[src/rtl/interconn_tx.sv]
// -----------------------------------------------------------------------------
// interconn_tx
//
// Per-MVU transmit engine for one source port of the MVU crossbar. A start
// command latches a job description, then the engine reads cfg_len words from
// local data memory (1-cycle read latency) at src_base + k*src_stride and puts
// them, in order, on the crossbar send bus with remote write addresses
// dst_base + k. A single-entry skid buffer catches the read that is already
// in flight when hold rises, so no word is ever lost or duplicated.
//
// Ports:
//   clk, clr        clock; asynchronous active-high reset
//   start           job start pulse (only looked at while idle)
//   cfg_dest        destination MVU mask (multi-cast allowed)
//   cfg_src_base    first local read address
//   cfg_src_stride  local read address increment per word
//   cfg_dst_base    first remote write address
//   cfg_len         number of words to send (0 completes immediately)
//   hold            stall request; no word is presented while high
//   mem_rd_en/addr  local memory read request
//   mem_rd_data     read data, valid the cycle after mem_rd_en
//   send_to/en/addr/word  crossbar send bus
//   busy            job in progress
//   done            one-cycle completion pulse
//
// Build option:
//   INTERCONN_TX_SELF_MASK_EN  when defined, bit SELF_ID of the latched
//                              destination mask is cleared so this MVU never
//                              addresses itself.
// -----------------------------------------------------------------------------
module interconn_tx #(
    parameter int N       = 8,
    parameter int W       = 64,
    parameter int BADDR   = 15,
    parameter int LADDR   = 15,
    parameter int LENW    = 16,
    parameter int SELF_ID = 0
) (
    input  logic             clk,
    input  logic             clr,
    input  logic             start,
    input  logic [N-1:0]     cfg_dest,
    input  logic [LADDR-1:0] cfg_src_base,
    input  logic [LADDR-1:0] cfg_src_stride,
    input  logic [BADDR-1:0] cfg_dst_base,
    input  logic [LENW-1:0]  cfg_len,
    input  logic             hold,
    output logic             mem_rd_en,
    output logic [LADDR-1:0] mem_rd_addr,
    input  logic [W-1:0]     mem_rd_data,
    output logic [N-1:0]     send_to,
    output logic             send_en,
    output logic [BADDR-1:0] send_addr,
    output logic [W-1:0]     send_word,
    output logic             busy,
    output logic             done
);

    localparam logic [N-1:0] SELF_BIT = {{(N-1){1'b0}}, 1'b1} << SELF_ID;

`ifdef INTERCONN_TX_SELF_MASK_EN
    localparam logic [N-1:0] DEST_KEEP = ~SELF_BIT;
`else
    // All ones: the destination mask passes through untouched.
    localparam logic [N-1:0] DEST_KEEP = SELF_BIT | ~SELF_BIT;
`endif

    typedef enum logic [1:0] {
        S_IDLE = 2'd0,
        S_RUN  = 2'd1,
        S_DONE = 2'd2
    } state_t;

    state_t           state_q,     state_d;
    logic [N-1:0]     dest_q,      dest_d;
    logic [LADDR-1:0] stride_q,    stride_d;
    logic [LADDR-1:0] rd_addr_q,   rd_addr_d;
    logic [LENW-1:0]  rd_rem_q,    rd_rem_d;
    logic [LENW-1:0]  pres_rem_q,  pres_rem_d;
    logic [BADDR-1:0] nxt_addr_q,  nxt_addr_d;
    logic             rd_vld_q,    rd_vld_d;
    logic             skid_full_q, skid_full_d;
    logic [W-1:0]     skid_data_q, skid_data_d;
    logic             send_en_q,   send_en_d;
    logic [N-1:0]     send_to_q,   send_to_d;
    logic [BADDR-1:0] send_addr_q, send_addr_d;
    logic [W-1:0]     send_word_q, send_word_d;
    logic             busy_q,      busy_d;
    logic             done_q,      done_d;

    logic rd_en;
    logic present_skid;
    logic present_mem;
    logic to_skid;

    always_comb begin
        // A read is only issued when the skid buffer is empty, so a word caught
        // by hold always has somewhere to go.
        rd_en        = (state_q == S_RUN) && (rd_rem_q != '0) && !hold && !skid_full_q;
        // Skid data is older than anything returning from memory, so it wins.
        present_skid = !hold && skid_full_q;
        present_mem  = !hold && !skid_full_q && rd_vld_q;
        to_skid      = hold && rd_vld_q;

        state_d     = state_q;
        dest_d      = dest_q;
        stride_d    = stride_q;
        rd_addr_d   = rd_addr_q;
        rd_rem_d    = rd_rem_q;
        pres_rem_d  = pres_rem_q;
        nxt_addr_d  = nxt_addr_q;
        rd_vld_d    = rd_en;
        skid_full_d = skid_full_q;
        skid_data_d = skid_data_q;
        send_en_d   = 1'b0;
        send_addr_d = send_addr_q;
        send_word_d = send_word_q;

        case (state_q)
            S_IDLE: begin
                if (start) begin
                    if (cfg_len != '0) begin
                        state_d    = S_RUN;
                        dest_d     = cfg_dest & DEST_KEEP;
                        stride_d   = cfg_src_stride;
                        rd_addr_d  = cfg_src_base;
                        rd_rem_d   = cfg_len;
                        pres_rem_d = cfg_len;
                        nxt_addr_d = cfg_dst_base;
                    end else begin
                        state_d = S_DONE;
                    end
                end
            end
            S_RUN: begin
                if (rd_en) begin
                    rd_addr_d = rd_addr_q + stride_q;
                    rd_rem_d  = rd_rem_q - LENW'(1);
                end
                // The last word is on the bus this cycle once nothing is left
                // to present.
                if (send_en_q && (pres_rem_q == '0)) begin
                    state_d = S_DONE;
                end
            end
            S_DONE: begin
                state_d = S_IDLE;
            end
            default: begin
                state_d = S_IDLE;
            end
        endcase

        if (present_skid || present_mem) begin
            send_en_d   = 1'b1;
            send_word_d = present_skid ? skid_data_q : mem_rd_data;
            send_addr_d = nxt_addr_q;
            nxt_addr_d  = nxt_addr_q + BADDR'(1);
            pres_rem_d  = pres_rem_q - LENW'(1);
        end
        if (present_skid) begin
            skid_full_d = 1'b0;
        end
        if (to_skid) begin
            skid_full_d = 1'b1;
            skid_data_d = mem_rd_data;
        end

        // dest_d already holds the freshly latched mask on the IDLE->RUN edge.
        send_to_d = (state_d == S_RUN) ? dest_d : '0;
        busy_d    = (state_d == S_RUN);
        done_d    = (state_d == S_DONE);
    end

    always_ff @(posedge clk or posedge clr) begin
        if (clr) begin
            state_q     <= S_IDLE;
            dest_q      <= '0;
            stride_q    <= '0;
            rd_addr_q   <= '0;
            rd_rem_q    <= '0;
            pres_rem_q  <= '0;
            nxt_addr_q  <= '0;
            rd_vld_q    <= 1'b0;
            skid_full_q <= 1'b0;
            skid_data_q <= '0;
            send_en_q   <= 1'b0;
            send_to_q   <= '0;
            send_addr_q <= '0;
            send_word_q <= '0;
            busy_q      <= 1'b0;
            done_q      <= 1'b0;
        end else begin
            state_q     <= state_d;
            dest_q      <= dest_d;
            stride_q    <= stride_d;
            rd_addr_q   <= rd_addr_d;
            rd_rem_q    <= rd_rem_d;
            pres_rem_q  <= pres_rem_d;
            nxt_addr_q  <= nxt_addr_d;
            rd_vld_q    <= rd_vld_d;
            skid_full_q <= skid_full_d;
            skid_data_q <= skid_data_d;
            send_en_q   <= send_en_d;
            send_to_q   <= send_to_d;
            send_addr_q <= send_addr_d;
            send_word_q <= send_word_d;
            busy_q      <= busy_d;
            done_q      <= done_d;
        end
    end

    assign mem_rd_en   = rd_en;
    assign mem_rd_addr = rd_addr_q;
    assign send_to     = send_to_q;
    assign send_en     = send_en_q;
    assign send_addr   = send_addr_q;
    assign send_word   = send_word_q;
    assign busy        = busy_q;
    assign done        = done_q;

endmodule

[config.mk]
export PLATFORM = sky130hd
export DESIGN_NAME = interconn_tx
export DESIGN_NICKNAME = d
export VERILOG_FILES = /design/src/rtl/interconn_tx.sv
export SDC_FILE = /design/constraint.sdc
export NUM_CORES = 1
export LEC_CHECK = 0
export BUFFER_PORTS_ARGS = -buffer_cell sky130_fd_sc_hd__buf_2
export CAP_MARGIN = 20
export CORE_UTILIZATION = 36
export CTS_BUF_LIST = sky130_fd_sc_hd__clkbuf_8 sky130_fd_sc_hd__clkbuf_16
export DETAILED_ROUTE_END_ITERATION = 12
export GPL_TIMING_DRIVEN = 0
export PLACE_DENSITY = 0.62
export SETUP_SLACK_MARGIN = 0.02
export SYNTH_ARGS = -nofsm -noshare
export SYNTH_HDL_FRONTEND = slang
export SYNTH_SLANG_ARGS = --single-unit
[constraint.sdc]
create_clock -name clk -period 8.4 [get_ports clk]
set_input_delay 0.42 -clock clk [delete_from_list [all_inputs] [get_ports clk]]
set_output_delay 0.42 -clock clk [all_outputs]
set_load 0.01 [all_outputs]
## Word level (Yosys, flattened, before mapping)

Index checks and enable logic that the tools add are counted.

- $lt $le $gt $ge: 0
- Eq/ne operators: 6
- Multiply operators: 0
- Div/mod/pow operators: 0
- Reduce and logical (&&, ||, !) cells: 23
- Shifts and indexed selects: 0
- Bitwise operators: 0
- Multiplexer cells: 26
- Add/sub/neg operators: 4

Operators with widths:

| kind | count |
|---|---|
| $mux 15 | 7 |
| $mux 16 | 5 |
| $mux 64 | 1 |
| $mux 8 | 4 |
| $pmux 16 s2 | 1 |
| $reduce_bool 16->1 | 2 |
| $sub 16x1->16 const B | 2 |
| $pmux 15 s2 | 1 |
| $logic_not 16->1 | 1 |
| $add 15x1->15 const B | 1 |
| $add 15x15->15 | 1 |
| $reduce_bool 2->1 | 5 |
| $logic_and 1x1->1 | 8 |
| $mux 2 | 3 |
| $ne 2x2->1 const B | 3 |
| $reduce_and 3->1 | 2 |
| $eq 2x1->1 const B | 2 |
| $pmux 2 s2 | 1 |
| $reduce_and 4->1 | 1 |
| $mux 1 | 3 |
| $eq 2x2->1 const B | 1 |
| $logic_not 1->1 | 2 |
| $logic_not 2->1 | 1 |
| $logic_or 1x1->1 | 1 |

- Memory bits (read-only): 0
- Bits in latches: 0
- RAM bits: 0
- Memories kept: 0
- Register bits: 243

## Longest topological paths before layout

Gate-level depths: netlist of the first run.

- Depth after elaboration: 6
- Mapped depth: 9

## Least setup slack after synthesis of the first run

OpenSTA, ideal clock, no wires.

- Kind: register to register
- Start point: register pres_rem_q[0]
- End point: register pres_rem_q[14]
- Stages on the path, launching flop included: 9
- Data arrival time: 2.199 ns
- Data required time: 8.274 ns
- Period minus slack after synthesis: 2.325 ns
- Setup slack: 6.075 ns
- Setup time: 0.126 ns
- Path through: dfrtp_1 -> inv_1 -> ha_1 -> or3b_1 -> or3_4 -> or3_4 -> nor4_4 -> o21ai_1 -> a221o_1

- Longest elaborated chain between the ends: 2

RTL lines:

| element | RTL line | source |
|---|---|---|
| start: declaration | 79 | `logic [LENW-1:0] pres_rem_q, pres_rem_d;` |
| start signal: assignment | 199 | `pres_rem_q <= pres_rem_d;` |
| $sub 16x1->16 | 159 | `pres_rem_d = pres_rem_q - LENW'(1);` |
| $mux 16 | 154 | `if (present_skid \|\| present_mem) begin` |

Every way passes these cells.
A chain may end at the register's enable or synchronous reset.

## Final worst setup path of the first run

- Start point: register rd_rem_q[0]
- End point: output port mem_rd_en

- Longest elaborated chain between the ends: 4

RTL lines:

| element | RTL line | source |
|---|---|---|
| start: declaration | 78 | `logic [LENW-1:0] rd_rem_q, rd_rem_d;` |
| start signal: assignment | 198 | `rd_rem_q <= rd_rem_d;` |
| $reduce_bool 16->1 | 99 | `rd_en = (state_q == S_RUN) && (rd_rem_q != '0) && !hold && !skid_full_q;` |
| $logic_and 1x1->1 (3 in series) | 99 |  |
| end: declaration | 48 | `output logic mem_rd_en,` |

Every way passes these cells.

==> reports/metrics.csv, run 1 <==
metric;value;unit
status;finished clean;
RSZ-0062 raised after global routing;false;
Commonest cells post-synth;dfrtp_1, nand2_1, o21ai_0, a22oi_1, mux2_2;
Sw Ratio;34.6;%
Layout Cells excl Fill;1814;
Slew headroom;23.9;%
port bufs;242;
Critical Path Start Type;flop;
Via-to-Cell Ratio;5.33;
first-pass iteration count of the detailed router;6;
Setup crit end kind;primary output;
Starting Density;36.5;%
total number of vias;9668;
Comb power frac;30.0;%
Max stage delay on crit path;0.41;ns
most common cell in the netlist;dfrtp_1;
Slowest-stage cell, CP;dfrtp_1;
clock sink total;243;
PD cells;309;nW/µm²
H-tree depth;1;
max-slew violations;0;
total gr overflow;0;
WL final;32.6;mm
clk_lat worst skew;0.55;ns
row count;64;
first-pass GRT wire length;51.5;mm
die width;178;µm
First DRT Iteration DRCs;600;
Synth cell types;59;
worst vdd ir;0.165;mV
DR DRC count;0;
GPL Wtd Cong;0.860;
Fmax;368;MHz
top cell type's share of synthesized area;54.6;%
CP arrival;2.30;ns
Synth area leaders;dfrtp_1, nand2_1, mux2_2;
CTS Buffer Depth;3;
crit path max fanout;7;
die height;178;µm
endpoints failing setup;0;
number of I/O pins;243;
met1 global-route usage;26.7;%
required time worst endpoint;7.98;ns
met3 GRT Util;5.72;%
EDFF count, synth;0;
# fillers;2970;
# hold bufs at CTS;0;
CTS clock-pin slew for the worst setup and hold paths;0.06;ns
DP Wirelength;23.1;mm
drt wl/cell;18.0;µm
Core Region;30500;µm²
CTS Buf Count;28;
Finished Cell Area;13800;µm²
Mapped Avg Cell Area;9.91;µm²
Post-Syn Area;11100;µm²
class of the worst hold path;input port to asynchronous set/reset pin;
Net count, final;1554;
Async S/R FF share, synth;100;%
TritonCTS clock tree;built;
GRT Util Overall;20.5;%
Flop pwr share;42.0;%
number of setup buffers added after CTS;0;
Die Footprint;31700;µm²
Worst Skew;0.0120;ns
Post-Syn Nets;1281;
post-synthesis sequential area ratio;54.6;%
minimum clock period;2.72;ns
worst slew pin tran;1.14;ns
Root Driver;clkbuf_16;
Final period util;32.4;%
crit path kind;flop to primary output;
Synth warnings;0;
ys flop type;dfrtp_1;
internal power;2790;µW
CTS resizes;0;
area leader, netlist;dfrtp_1;
share of cells above drive strength 1;26.0;%
P&R area growth vs syn;23.9;%
crit path cell chain;inv_1 -> ha_1 -> nor4b_1 -> nand4_1 -> nand2_1 -> inv_1 -> buf_2;
Post-Syn Instances;1124;
clock network power share;28.0;%
M2 GR Usage;33.8;%
post-placement cell area;12900;µm²
grt peak-use layer;met2;
placed cells;1763;
Max Cap Viol;0;
initial antenna violation count;6;
most used cell, CP;inv_1;
endpoints failing hold;0;
Net Sw Power;1480;µW
largest net degree at the start of global routing;125;
leakage power total;0.00640;µW
FF+latch count, synth;243;
number of global-route vias before repair;9459;
antenna viol nets, final;0;
[area by class of cell]
type / count / area (µm²) / area share (%)
Antenna cell: 2 / 5.00 / 0.0363
Buffer: 69 / 264 / 1.91
Clock buffer: 39 / 852 / 6.17
Clock inverter: 10 / 61.3 / 0.444
Inverter: 18 / 75.1 / 0.544
Multi-Input combinational cell: 794 / 4730 / 34.3
Sequential cell: 243 / 6080 / 44.1
Tap cell: 396 / 495 / 3.59
Timing Repair Buffer: 243 / 1240 / 8.97
[registers in the layout (all words and copies together), names as in the netlist]
name / cells
stride_q: 15
send_en: 1
skid_full_q: 1
nxt_addr_q: 15
rd_rem_q: 16
pres_rem_q: 16
send_to: 8
rd_vld_q: 1
done: 1
mem_rd_addr: 15
state_q: 2
send_addr: 15
dest_q: 8
skid_data_q: 64
busy: 1
send_word: 64
[cell families after synthesis]
logic type | share of synthesized area [%]
AO/OA/AOI/OAI | 17.3
XOR/XNOR | 0.786
adder cells (fa/ha/maj) | 2.31
buffers and inverters | 2.98
flip-flops | 54.6
multiplexers | 6.47
AND/OR/NAND/NOR | 15.6
[through the flow]
| stage | total power, µW | TNS (ns) | util [%] | worst slack [ns] | hold WS [ns] |
|---|---|---|---|---|---|
| 2_1_floorplan | 2610 | 0 | - | 1.31 | 0.434 |
| 3_3_place_gp | 3050 | -423.06 | 42.1 | -1.77 | 0.448 |
| 3_5_place_dp | 3080 | 0 | 42.2 | 5.52 | 0.451 |
| 6_report | 4270 | 0 | 45.2 | 5.68 | 0.0317 |
| 5_1_grt | 4550 | 0 | 45.2 | 5.45 | 0.0608 |
| 4_1_cts | 4300 | 0 | 45.2 | 5.67 | 0.0409 |
[critical path: cells and delay by family, from the launching register on]
| family | cells | cell delay, ns |
|---|---|---|
| buf+inv | 3 | 0.40 |
| flops | 1 | 0.41 |
| simple gates | 3 | 0.81 |
| fa+ha+maj | 1 | 0.14 |
[worst paths after layout]
path                       depth (start not counted)              end  slack (ns)               from
setup reg to reg                                   6   nxt_addr_q[12]        5.73         state_q[0]
hold / removal                                     2  skid_data_q[61]        0.03                clr
min in group clk                                   3      stride_q[6]        0.06  cfg_src_stride[6]
setup / recovery                                   7        mem_rd_en        5.68        rd_rem_q[0]
max in group asynchronous                          3    pres_rem_q[2]        7.21                clr
hold reg to reg                                    2        dest_q[4]        0.46          dest_q[4]
[power by group through the flow]
| stage | sequential, µW | combinational [µW] | clock, µW |
|---|---|---|---|
| final | 1790 | 1280 | 1200 |
| after global routing | 1840 | 1450 | 1260 |
| after CTS | 1790 | 1290 | 1220 |
| after detailed placement | 1800 | 1290 | 0 |
| after global placement | 1790 | 1260 | 0 |
| after floorplan | 1820 | 791 | 0 |
[cells in the final DEF, fill, tap and decap left out, types with 5 or more instances in the layout]
| cell | Yosys | routed |
|---|---|---|
| a22oi_1 | 68 | 68 |
| and3_1 | 6 | 6 |
| inv_1 | 18 | 20 |
| nor2_1 | 50 | 50 |
| nand4_1 | 7 | 7 |
| a211oi_1 | 8 | 8 |
| mux2_2 | 64 | 64 |
| o21ai_0 | 116 | 116 |
| nand3_1 | 19 | 19 |
| or3_1 | 9 | 9 |
| ha_1 | 19 | 19 |
| o22ai_1 | 7 | 7 |
| clkbuf_16 | 0 | 28 |
| nor3_1 | 18 | 18 |
| clkinv_2 | 0 | 5 |
| clkbuf_8 | 0 | 11 |
| dfrtp_1 | 243 | 243 |
| a31oi_1 | 14 | 14 |
| o211ai_1 | 9 | 9 |
| a221o_1 | 5 | 5 |
| buf_2 | 4 | 246 |
| xnor2_1 | 9 | 9 |
| clkbuf_1 | 61 | 61 |
| a21o_1 | 5 | 5 |
| a21oi_1 | 56 | 56 |
| nor4_1 | 12 | 12 |
| nand2_1 | 230 | 230 |
| nor2b_1 | 13 | 13 |
[metal layers]
metal,part of all wire (%),vias to the layer above
li1,-,4540
met1,42,4739
met2,48,330
met3,8.1,53
met4,2.0,6
met5,0.11,-
Note: power is estimated with default switching activity, not from simulation.
==> inputs of run 2 (changes only) <==
PLACE_DENSITY = 0.64   (was 0.62)
clock period = 2.2 ns   (was 8.4 ns; I/O delays follow)
==> reports/metrics.csv, run 2 (synthesized netlist as in run 1, its figures left out) <==
metric;value;unit
fin worst setup slack;-0.216;ns
crit path kind;flop to flop;
Fmax;414;MHz
GRT Util Overall;21.4;%
Max Cap Viol;0;
Tot Pwr;17200;µW
number of global-route vias before repair;10365;
first-pass iteration count of the detailed router;5;
DR DRC count;0;
worst slew pin tran;0.823;ns
leakage power total;0.00724;µW
area of the multi-input gates;4940;µm²
WL final;34.6;mm
endpoints failing setup;3;
Slew headroom;45.0;%
commonest non-fill, non-tap cell in the layout;buf_2;
antenna viol nets, final;0;
CTS Buffer Depth;3;
TritonCTS clock tree;built;
Critical Path Start Type;flop;
CP arrival;2.83;ns
PD cells;1090;nW/µm²
port bufs;242;
Core Region;30500;µm²
class of the worst hold path;input port to flop;
required time worst endpoint;2.62;ns
# fillers;2772;
most frequent cells in the layout;buf_2, dfrtp_1, nand2_1;
minimum clock period;2.42;ns
largest net degree at the start of global routing;43;
Sum Neg Setup Slack;-0.438;ns
die height;178;µm
Seq. cell area;6080;µm²
total number of vias;10330;
failing checks;negative setup slack;
endpoints failing hold;0;
clock sink total;243;
share of cells above drive strength 1;29.3;%
Net count, final;1716;
Worst Skew;0.00847;ns
total gr overflow;0;
Die Footprint;31700;µm²
Via-to-Cell Ratio;5.22;
RSZ-0062 raised after global routing;true;
die width;178;µm
CTS Buf Count;28;
row count;64;
First DRT Iteration DRCs;649;
status;finished, violations left;
Starting Density;36.5;%
Final period util;110;%
number of I/O pins;243;
crit path max fanout;4;
clk_lat worst skew;0.53;ns
initial antenna violation count;1;
max-slew violations;0;
drt wl/cell;17.5;µm
DP Wirelength;23.7;mm
Root Driver;clkbuf_16;
H-tree depth;1;
first-pass GRT wire length;53.6;mm
CTS clock-pin slew for the worst setup and hold paths;0.06;ns
pre-CTS setup slack;-0.503;ns
P&R area growth vs syn;41.1;%
Setup crit end kind;flop;
GPL Wtd Cong;0.874;
worst vdd ir;0.620;mV
[run 2: cell count changes in the layout (fill, tap and decap cells not counted), sizes merged]
cell         delta
clkinvlp        +3
clkbuf          -5
inv             +4
clkinv          -4
diode           -1
buf            +31
bufinv          +2
dlygate4sd3   +134
[run 2: area by class of cell]
class	count	share of cell area, %
clock buffers	37	5.32
inverters	18	0.454
well taps	396	3.15
plain buffers	67	1.87
multi-input cells	794	31.4
diodes	1	0.0159
repair buffers	407	18.3
clock inverters	15	0.796
flip-flops and latches	243	38.7
[run 2: worst paths after layout]
kind / from / endpoint / slack, ns / cells after the start
setup / recovery: pres_rem_q[0] / pres_rem_q[14] / -0.22 / 8
hold / removal: start / state_q[1] / 0.07 / 4
setup reg to reg: pres_rem_q[0] / pres_rem_q[14] / -0.22 / 8
hold reg to reg: dest_q[3] / dest_q[3] / 0.46 / 2
max in group asynchronous: clr / pres_rem_q[5] / 0.71 / 6
min in group asynchronous: clr / skid_data_q[0] / 0.29 / 3
[run 2: where the power goes]
group	leakage (µW)	switching, µW	internal, µW	total, µW
clock network	0.000497	1880	2880	4760
logic	0.00382	2960	2600	5560
registers	0.00292	1050	5830	6890
total	0.00724	5890	11300	17200
[run 2: routing by layer]
| metal | routed length [µm] | GRT usage (%) | vias up | part of all wire, % |
|---|---|---|---|---|
| li1 | - | - | 4881 | - |
| met1 | 14100 | 26.1 | 5028 | 41 |
| met2 | 17000 | 36.9 | 350 | 49 |
| met3 | 2670 | 5.44 | 71 | 7.7 |
| met4 | 919 | 6.52 | 0 | 2.7 |
| met5 | 0 | 0 | - | 0 |
[run 2: what timing repair did]
item                                    CTS  global route
gates resized for setup                  32            57
endpoints found under the setup margin  157           121
hold endpoints to repair                247             0
buffers inserted                         11            14
hold buffers                            134             0
pin swaps                                 7            15
[run 2: per-stage QoR]
| stage | hold slack (ns) | instance area (µm²) | util, % | cells |
|---|---|---|---|---|
| CTS | 0.0444 | 15500 | 50.7 | 1964 |
| finish | 0.0669 | 15700 | 51.5 | 1978 |
| global placement | 0.302 | 12900 | 42.2 | 1762 |
| global route | 0.0518 | 15700 | 51.5 | 1978 |
| floorplan | 0.215 | 11200 | - | 1124 |
| detailed placement | 0.298 | 13000 | 42.6 | 1768 |
[run 2: worst max-delay path, stage by stage (launching register included)]
cell	delay (ns)
dfrtp_1	0.40
inv_2	0.09
ha_4	0.14
or3b_4	0.38
or3_4	0.34
or3_4	0.38
nor4_4	0.19
o21ai_1	0.09
a221o_1	0.30
